--- src/rtl/fifo_rd_stream_if.sv ---
// Valid/ready output stream with packet framing, driven by fifo_rd_stream.
interface fifo_rd_stream_if #(
    parameter int unsigned DATA_LEN = 32
);
    logic                m_valid;
    logic                m_ready;
    logic [DATA_LEN-1:0] m_data;
    logic                m_last;

    modport master (
        output m_valid,
        output m_data,
        output m_last,
        input  m_ready
    );

    modport slave (
        input  m_valid,
        input  m_data,
        input  m_last,
        output m_ready
    );
endinterface

--- src/rtl/fifo_rd_stream.sv ---
// Drains the async FIFO read port into a 2-entry queue and presents it as a
// framed valid/ready stream at one word per rclk cycle.
module fifo_rd_stream #(
    parameter int unsigned DATA_LEN  = 32,
    parameter int unsigned PKT_LEN   = 16,
    parameter int unsigned PKT_CNT_W = 16
) (
    input  logic                 rclk,
    input  logic                 rst,
    input  logic                 rempty_i,
    input  logic [DATA_LEN-1:0]  rdata_i,
    output logic                 read_en_o,
    fifo_rd_stream_if.master     m,
    output logic [PKT_CNT_W-1:0] pkt_cnt_o
);
    localparam int unsigned BEAT_W = (PKT_LEN > 1) ? $clog2(PKT_LEN) : 1;
    localparam logic [BEAT_W-1:0] BEAT_MAX = BEAT_W'(PKT_LEN - 1);

    logic [DATA_LEN-1:0]  mem_q [2];
    logic                 wr_ptr_q;
    logic                 rd_ptr_q;
    logic [1:0]           count_q;
    logic                 inflight_q;
    logic [BEAT_W-1:0]    beat_q;
    logic [PKT_CNT_W-1:0] pkt_cnt_q;

    logic       push;
    logic       pop;
    logic       last;
    logic [2:0] level;

    // Queue occupancy plus the word already in flight, net of this cycle's pop.
    // Counting the pop is what lets a full queue keep issuing at full rate.
    assign push      = inflight_q;
    assign pop       = m.m_valid & m.m_ready;
    assign level     = 3'(count_q) + 3'(inflight_q) - 3'(pop);
    assign read_en_o = !rst && !rempty_i && (level < 3'd2);

    assign last      = (beat_q == BEAT_MAX);
    assign m.m_valid = (count_q != 2'd0);
    assign m.m_data  = mem_q[rd_ptr_q];
    assign m.m_last  = m.m_valid & last;
    assign pkt_cnt_o = pkt_cnt_q;

    // Queue storage; contents are don't-care until count says otherwise.
    always_ff @(posedge rclk) begin
        if (!rst && push) begin
            mem_q[wr_ptr_q] <= rdata_i;
        end
    end

    always_ff @(posedge rclk) begin
        if (rst) begin
            wr_ptr_q   <= 1'b0;
            rd_ptr_q   <= 1'b0;
            count_q    <= 2'd0;
            inflight_q <= 1'b0;
            beat_q     <= '0;
            pkt_cnt_q  <= '0;
        end else begin
            inflight_q <= read_en_o;
            count_q    <= count_q + 2'(push) - 2'(pop);
            if (push) begin
                wr_ptr_q <= ~wr_ptr_q;
            end
            if (pop) begin
                rd_ptr_q <= ~rd_ptr_q;
                beat_q   <= last ? '0 : beat_q + BEAT_W'(1);
                if (last) begin
                    pkt_cnt_q <= pkt_cnt_q + PKT_CNT_W'(1);
                end
            end
        end
    end
endmodule

--- src/flat_wrapper.sv ---
// flat-port wrapper written by rule: the top's interface ports become plain ports
module fifo_rd_stream_flat 
#(
    parameter int unsigned DATA_LEN  = 32,
    parameter int unsigned PKT_LEN   = 16,
    parameter int unsigned PKT_CNT_W = 16
)
  (rclk, rst, rempty_i, rdata_i, read_en_o, pkt_cnt_o, m_m_valid, m_m_data, m_m_last, m_m_ready);
  fifo_rd_stream_if #(.DATA_LEN(DATA_LEN)) m_i ();
  input  logic rclk;
  input  logic rst;
  input  logic rempty_i;
  input  logic [DATA_LEN-1:0] rdata_i;
  output logic read_en_o;
  output logic [PKT_CNT_W-1:0] pkt_cnt_o;
  output wire logic [$bits(m_i.m_valid)-1:0] m_m_valid;
  output wire logic [$bits(m_i.m_data)-1:0] m_m_data;
  output wire logic [$bits(m_i.m_last)-1:0] m_m_last;
  input wire logic [$bits(m_i.m_ready)-1:0] m_m_ready;
  assign m_m_valid = m_i.m_valid;
  assign m_m_data = m_i.m_data;
  assign m_m_last = m_i.m_last;
  assign m_i.m_ready = m_m_ready;
  fifo_rd_stream #(.DATA_LEN(DATA_LEN), .PKT_LEN(PKT_LEN), .PKT_CNT_W(PKT_CNT_W)) u_core (.rclk(rclk), .rst(rst), .rempty_i(rempty_i), .rdata_i(rdata_i), .read_en_o(read_en_o), .m(m_i), .pkt_cnt_o(pkt_cnt_o));
endmodule
--- config.mk ---
export PLATFORM = sky130hd
export DESIGN_NAME = fifo_rd_stream_flat
export DESIGN_NICKNAME = d
export VERILOG_FILES = /design/src/rtl/fifo_rd_stream_if.sv /design/src/rtl/fifo_rd_stream.sv /design/src/flat_wrapper.sv
export SDC_FILE = /design/constraint.sdc
export NUM_CORES = 1
export LEC_CHECK = 0
export BUFFER_PORTS_ARGS = -buffer_cell sky130_fd_sc_hd__buf_2
export CAP_MARGIN = 20
export CORE_ASPECT_RATIO = 0.7
export CORE_MARGIN = 3
export CORE_UTILIZATION = 30
export DETAILED_ROUTE_END_ITERATION = 6
export PLACE_DENSITY = 0.61
export SETUP_SLACK_MARGIN = 0.5
export SLEW_MARGIN = 20
export SYNTH_ARGS = -nofsm -noshare
export SYNTH_HDL_FRONTEND = slang
export SYNTH_SLANG_ARGS = --single-unit
--- constraint.sdc ---
create_clock -name rclk -period 7.4 [get_ports rclk]
set_clock_uncertainty 0.1 [all_clocks]
set_input_delay 0 -clock rclk [delete_from_list [all_inputs] [get_ports rclk]]
set_output_delay 0 -clock rclk [all_outputs]
set_load 0.01 [all_outputs]
==> impl_results.md <==
- Comb pwr share: 19.2%
- PD cells: roughly 270 mW/mm^2
- DIE AREA: between 0.01 and 0.015 sq mm
- Syn Area/Cell: between 10 and 15 sq um
- First-pass GRT wire length: 11200 um
- Fill cells: 1052
- Share of total power in sequential cells: 49.4%
- Synthesis-stage register bit count: 90
- CP Class: reg -> out
- DR vias/cell: 4.430
- YS warnings: 0
- Wire per inst: approximately 13 um
- Peak supply drop: approximately 0.00015 V
- Initial Util: 31.35%
- DRT antenna net count: 0
- Mux cell area share after synthesis: between 10% and 20%
- Most common cell in the netlist: edfxtp_1
- Die height: between 90 and 100 um
- Startpoint types: register
- Site Rows: 32
- Type of the worst min-delay path: in -> reg
- Setup TNS: 0 ps
- Vias in the first global route: 2298
- Period Utilization, post-route: between 40% and 50%
- Gr usage total: 10.80%
- Internal: between 900 and 1000 uW
- EDFF count, synth: 64
- TritonCTS clock tree: yes
- Die width: approximately 140 um
- Nets: around 400
- Worst rel slew slack: between 40% and 50%
- Total power: approximately 1300 uW
- CP Capture Type: primary output
- Reg clk slew, reported paths: about 60 ps
- Count of final max-slew check failures: 0
- # Post-CTS Setup Buffers: 0
- Largest area contributor in the netlist: edfxtp_1
- Fmax: ~330 MHz
- CTS Buf Count: 9
- Top cells by area, synth: edfxtp_1 (54%), dfxtp_1 (15%), mux2_2 (11%), xnor2_1 (3.0%), nor2_1 (1.6%)
- Clk pwr share: between 30% and 40%
- WP data arrival: a little under 3000 ps
- Largest net degree at the start of global routing: 33
- Syn Nets: 280
- Layout area overhead: 34.16%
- Sequential share of the synthesized area: 69.24%
- Clock root buffer: clkbuf_16
- MaxCap Viol Count: 0
- Total Wirelength: 6972 um
- I/O pin total: between 80 and 90
- Max Buffers Root-to-Sink: 2
- Vias: 2308
- Post-cts resize count: 0
- Largest family of logic cells by synthesized area: multiplexers
- Compound-cell area share of the yosys netlist: 3.618%
- Drt pass-1 iters: 5
- H-tree depth: 3
- Outcome: finished, final reports clean
- DP Wirelength: between 4000 and 5000 um
- Synth unique cells: 31
- Post-synth top cells: edfxtp_1 (64), mux2_2 (33), dfxtp_1 (26)
- Sw frac: approximately a quarter
- Final hold violations: 0
- Antenna violations before repair: 0
- Post-Synth Simple-Gate Area: 9.684%
- Diode count: 0
- Syn Inst Count: between 200 and 250
- Share of the synthesized area in the top cell type: 54.49%
- Pleak: 0.001747 uW
- RSZ-0062 raised after global routing: false
- DR iter-0 viols: 105
- Clock period minus worst slack: 3017 ps
- Clock Sink Count: 90
- Psw: roughly 330 uW
- Core Footprint: around 0.011 sq mm
- DRC Markers: 0
- Number of port buffers: between 80 and 90
- Ys flop type: edfxtp_1
- Remaining global-route overflow: 0
- Gpl congestion: between 0.7 and 0.8
- Maximum fanout along the worst path: 7
- Async SR Flop Fraction: 0%
- Adder-cell share of the synthesized area: 1.987%
- # setup viols final: 0
- XOR/XNOR Fraction of Synth Area: under 10%
- Clk Latency, worst-skew pair: between 300 and 400 ps
- Worst Tran Pin Value: just over 800 ps
- Mapped Area: roughly 0.0035 sq mm
- WP data required: between 7000 and 8000 ps
- Layout cell share with drive strength beyond 1: 38.59%
layout by cell type, fill, tap and decap left out, types with 2 or more instances in the layout:
| master | n |
|---|---|
| a21oi_1 | 10 |
| and3_1 | 2 |
| and4_1 | 2 |
| buf_2 | 86 |
| clkbuf_1 | 2 |
| clkbuf_16 | 9 |
| clkinv_2 | 3 |
| dfxtp_1 | 25 |
| dlygate4sd3_1 | 33 |
| edfxtp_1 | 64 |
| ha_1 | 4 |
| inv_1 | 8 |
| mux2_2 | 33 |
| nand2_1 | 12 |
| nand3_1 | 5 |
| nand4_1 | 2 |
| nand4b_1 | 2 |
| nor2_1 | 15 |
| nor2b_1 | 2 |
| nor3_1 | 4 |
| nor4_1 | 6 |
| o21ai_0 | 8 |
| or3_1 | 4 |
| or4_4 | 2 |
| xnor2_1 | 12 |
cell type report:
| cell class | instances | area, sq um | share of cell area, % |
|---|---|---|---|
| Multi-Input combinational cell | 133 | 1031 | 21.79 |
| Tap cell | 153 | 191.4 | 4.045 |
| Inverter | 9 | 33.78 | 0.7139 |
| Clock inverter | 5 | 31.28 | 0.6610 |
| Sequential cell | 90 | 2444 | 51.64 |
| Clock buffer | 11 | 232.7 | 4.918 |
| Timing Repair Buffer | 120 | 768.2 | 16.23 |
worst paths after layout:
check | start | endpoint | slack, ps | cells past startpoint
max | u_core.count_q[1] | read_en_o | 4380 | 8
min | rst | u_core.pkt_cnt_o[4] | 30 | 2
max reg2reg | u_core.count_q[1] | u_core.inflight_q | 4710 | 7
min reg2reg | u_core.pkt_cnt_o[15] | u_core.pkt_cnt_o[15] | 380 | 2
repair_timing:
action / CTS / global route
hold buffers: 33 / 0
setup endpoints to repair: 0 / 0
hold endpoints to repair: 65 / 0
metrics by stage:
| stage | setup slack (ps) | instances | hold WS, ps | area [sq um] | util (%) |
|---|---|---|---|---|---|
| after global routing | 4146 | 521 | 49.95 | 4732 | 42.06 |
| after global placement | 4767 | 472 | 85.30 | 4138 | 36.78 |
| after detailed placement | 4726 | 472 | 91.04 | 4138 | 36.78 |
| after CTS | 4346 | 521 | 24.55 | 4732 | 42.06 |
| after floorplan | 4064 | 239 | -47.14 | 3527 | - |
| final | 4383 | 521 | 34.60 | 4732 | 42.06 |
state kept, by name (all words and copies together), names as in the netlist, named ones only:
signal / count
u_core.pkt_cnt_o: 16
u_core.rd_ptr_q: 1
u_core.wr_ptr_q: 1
u_core.inflight_q: 1
u_core.beat_q: 4
u_core.mem_q: 64
u_core.count_q: 2
layer usage:
metal,share of wire [%],track usage (%),vias to the layer above,wire length [um]
met5,0,0,-,0
met4,1.3,3.021,0,91
met3,5.4,3.638,8,376
met2,46,17.09,65,3236
met1,47,14.14,1098,3268
li1,-,-,1137,-
cell families after synthesis:
| family | after synthesis |
|---|---|
| DFF | 90 |
| xor gates and xnor gates | 13 |
| adders and majority gates | 5 |
| and+or+nand+nor | 61 |
| buffers and inverters | 16 |
| AOI/OAI and AO/OA | 21 |
| muxes | 33 |
worst max-delay path, stage by stage, from the launching register on:
cell and delay, ps:
dfxtp_1 360, o21ai_0 430, clkinv_1 330, ha_1 360
inv_1 40, ha_1 180, fa_1 480, nor4_1 230
buf_2 170
power by group through the flow:
stage | combinational [uW] | sequential, uW | clock, uW
floorplan | 170 | 617 | 0
global route | 272 | 641 | 443
global placement | 233 | 644 | 0
CTS | 251 | 635 | 421
finish | 246 | 632 | 401
detailed placement | 236 | 646 | 0
Power figures use the tool's default switching activity.
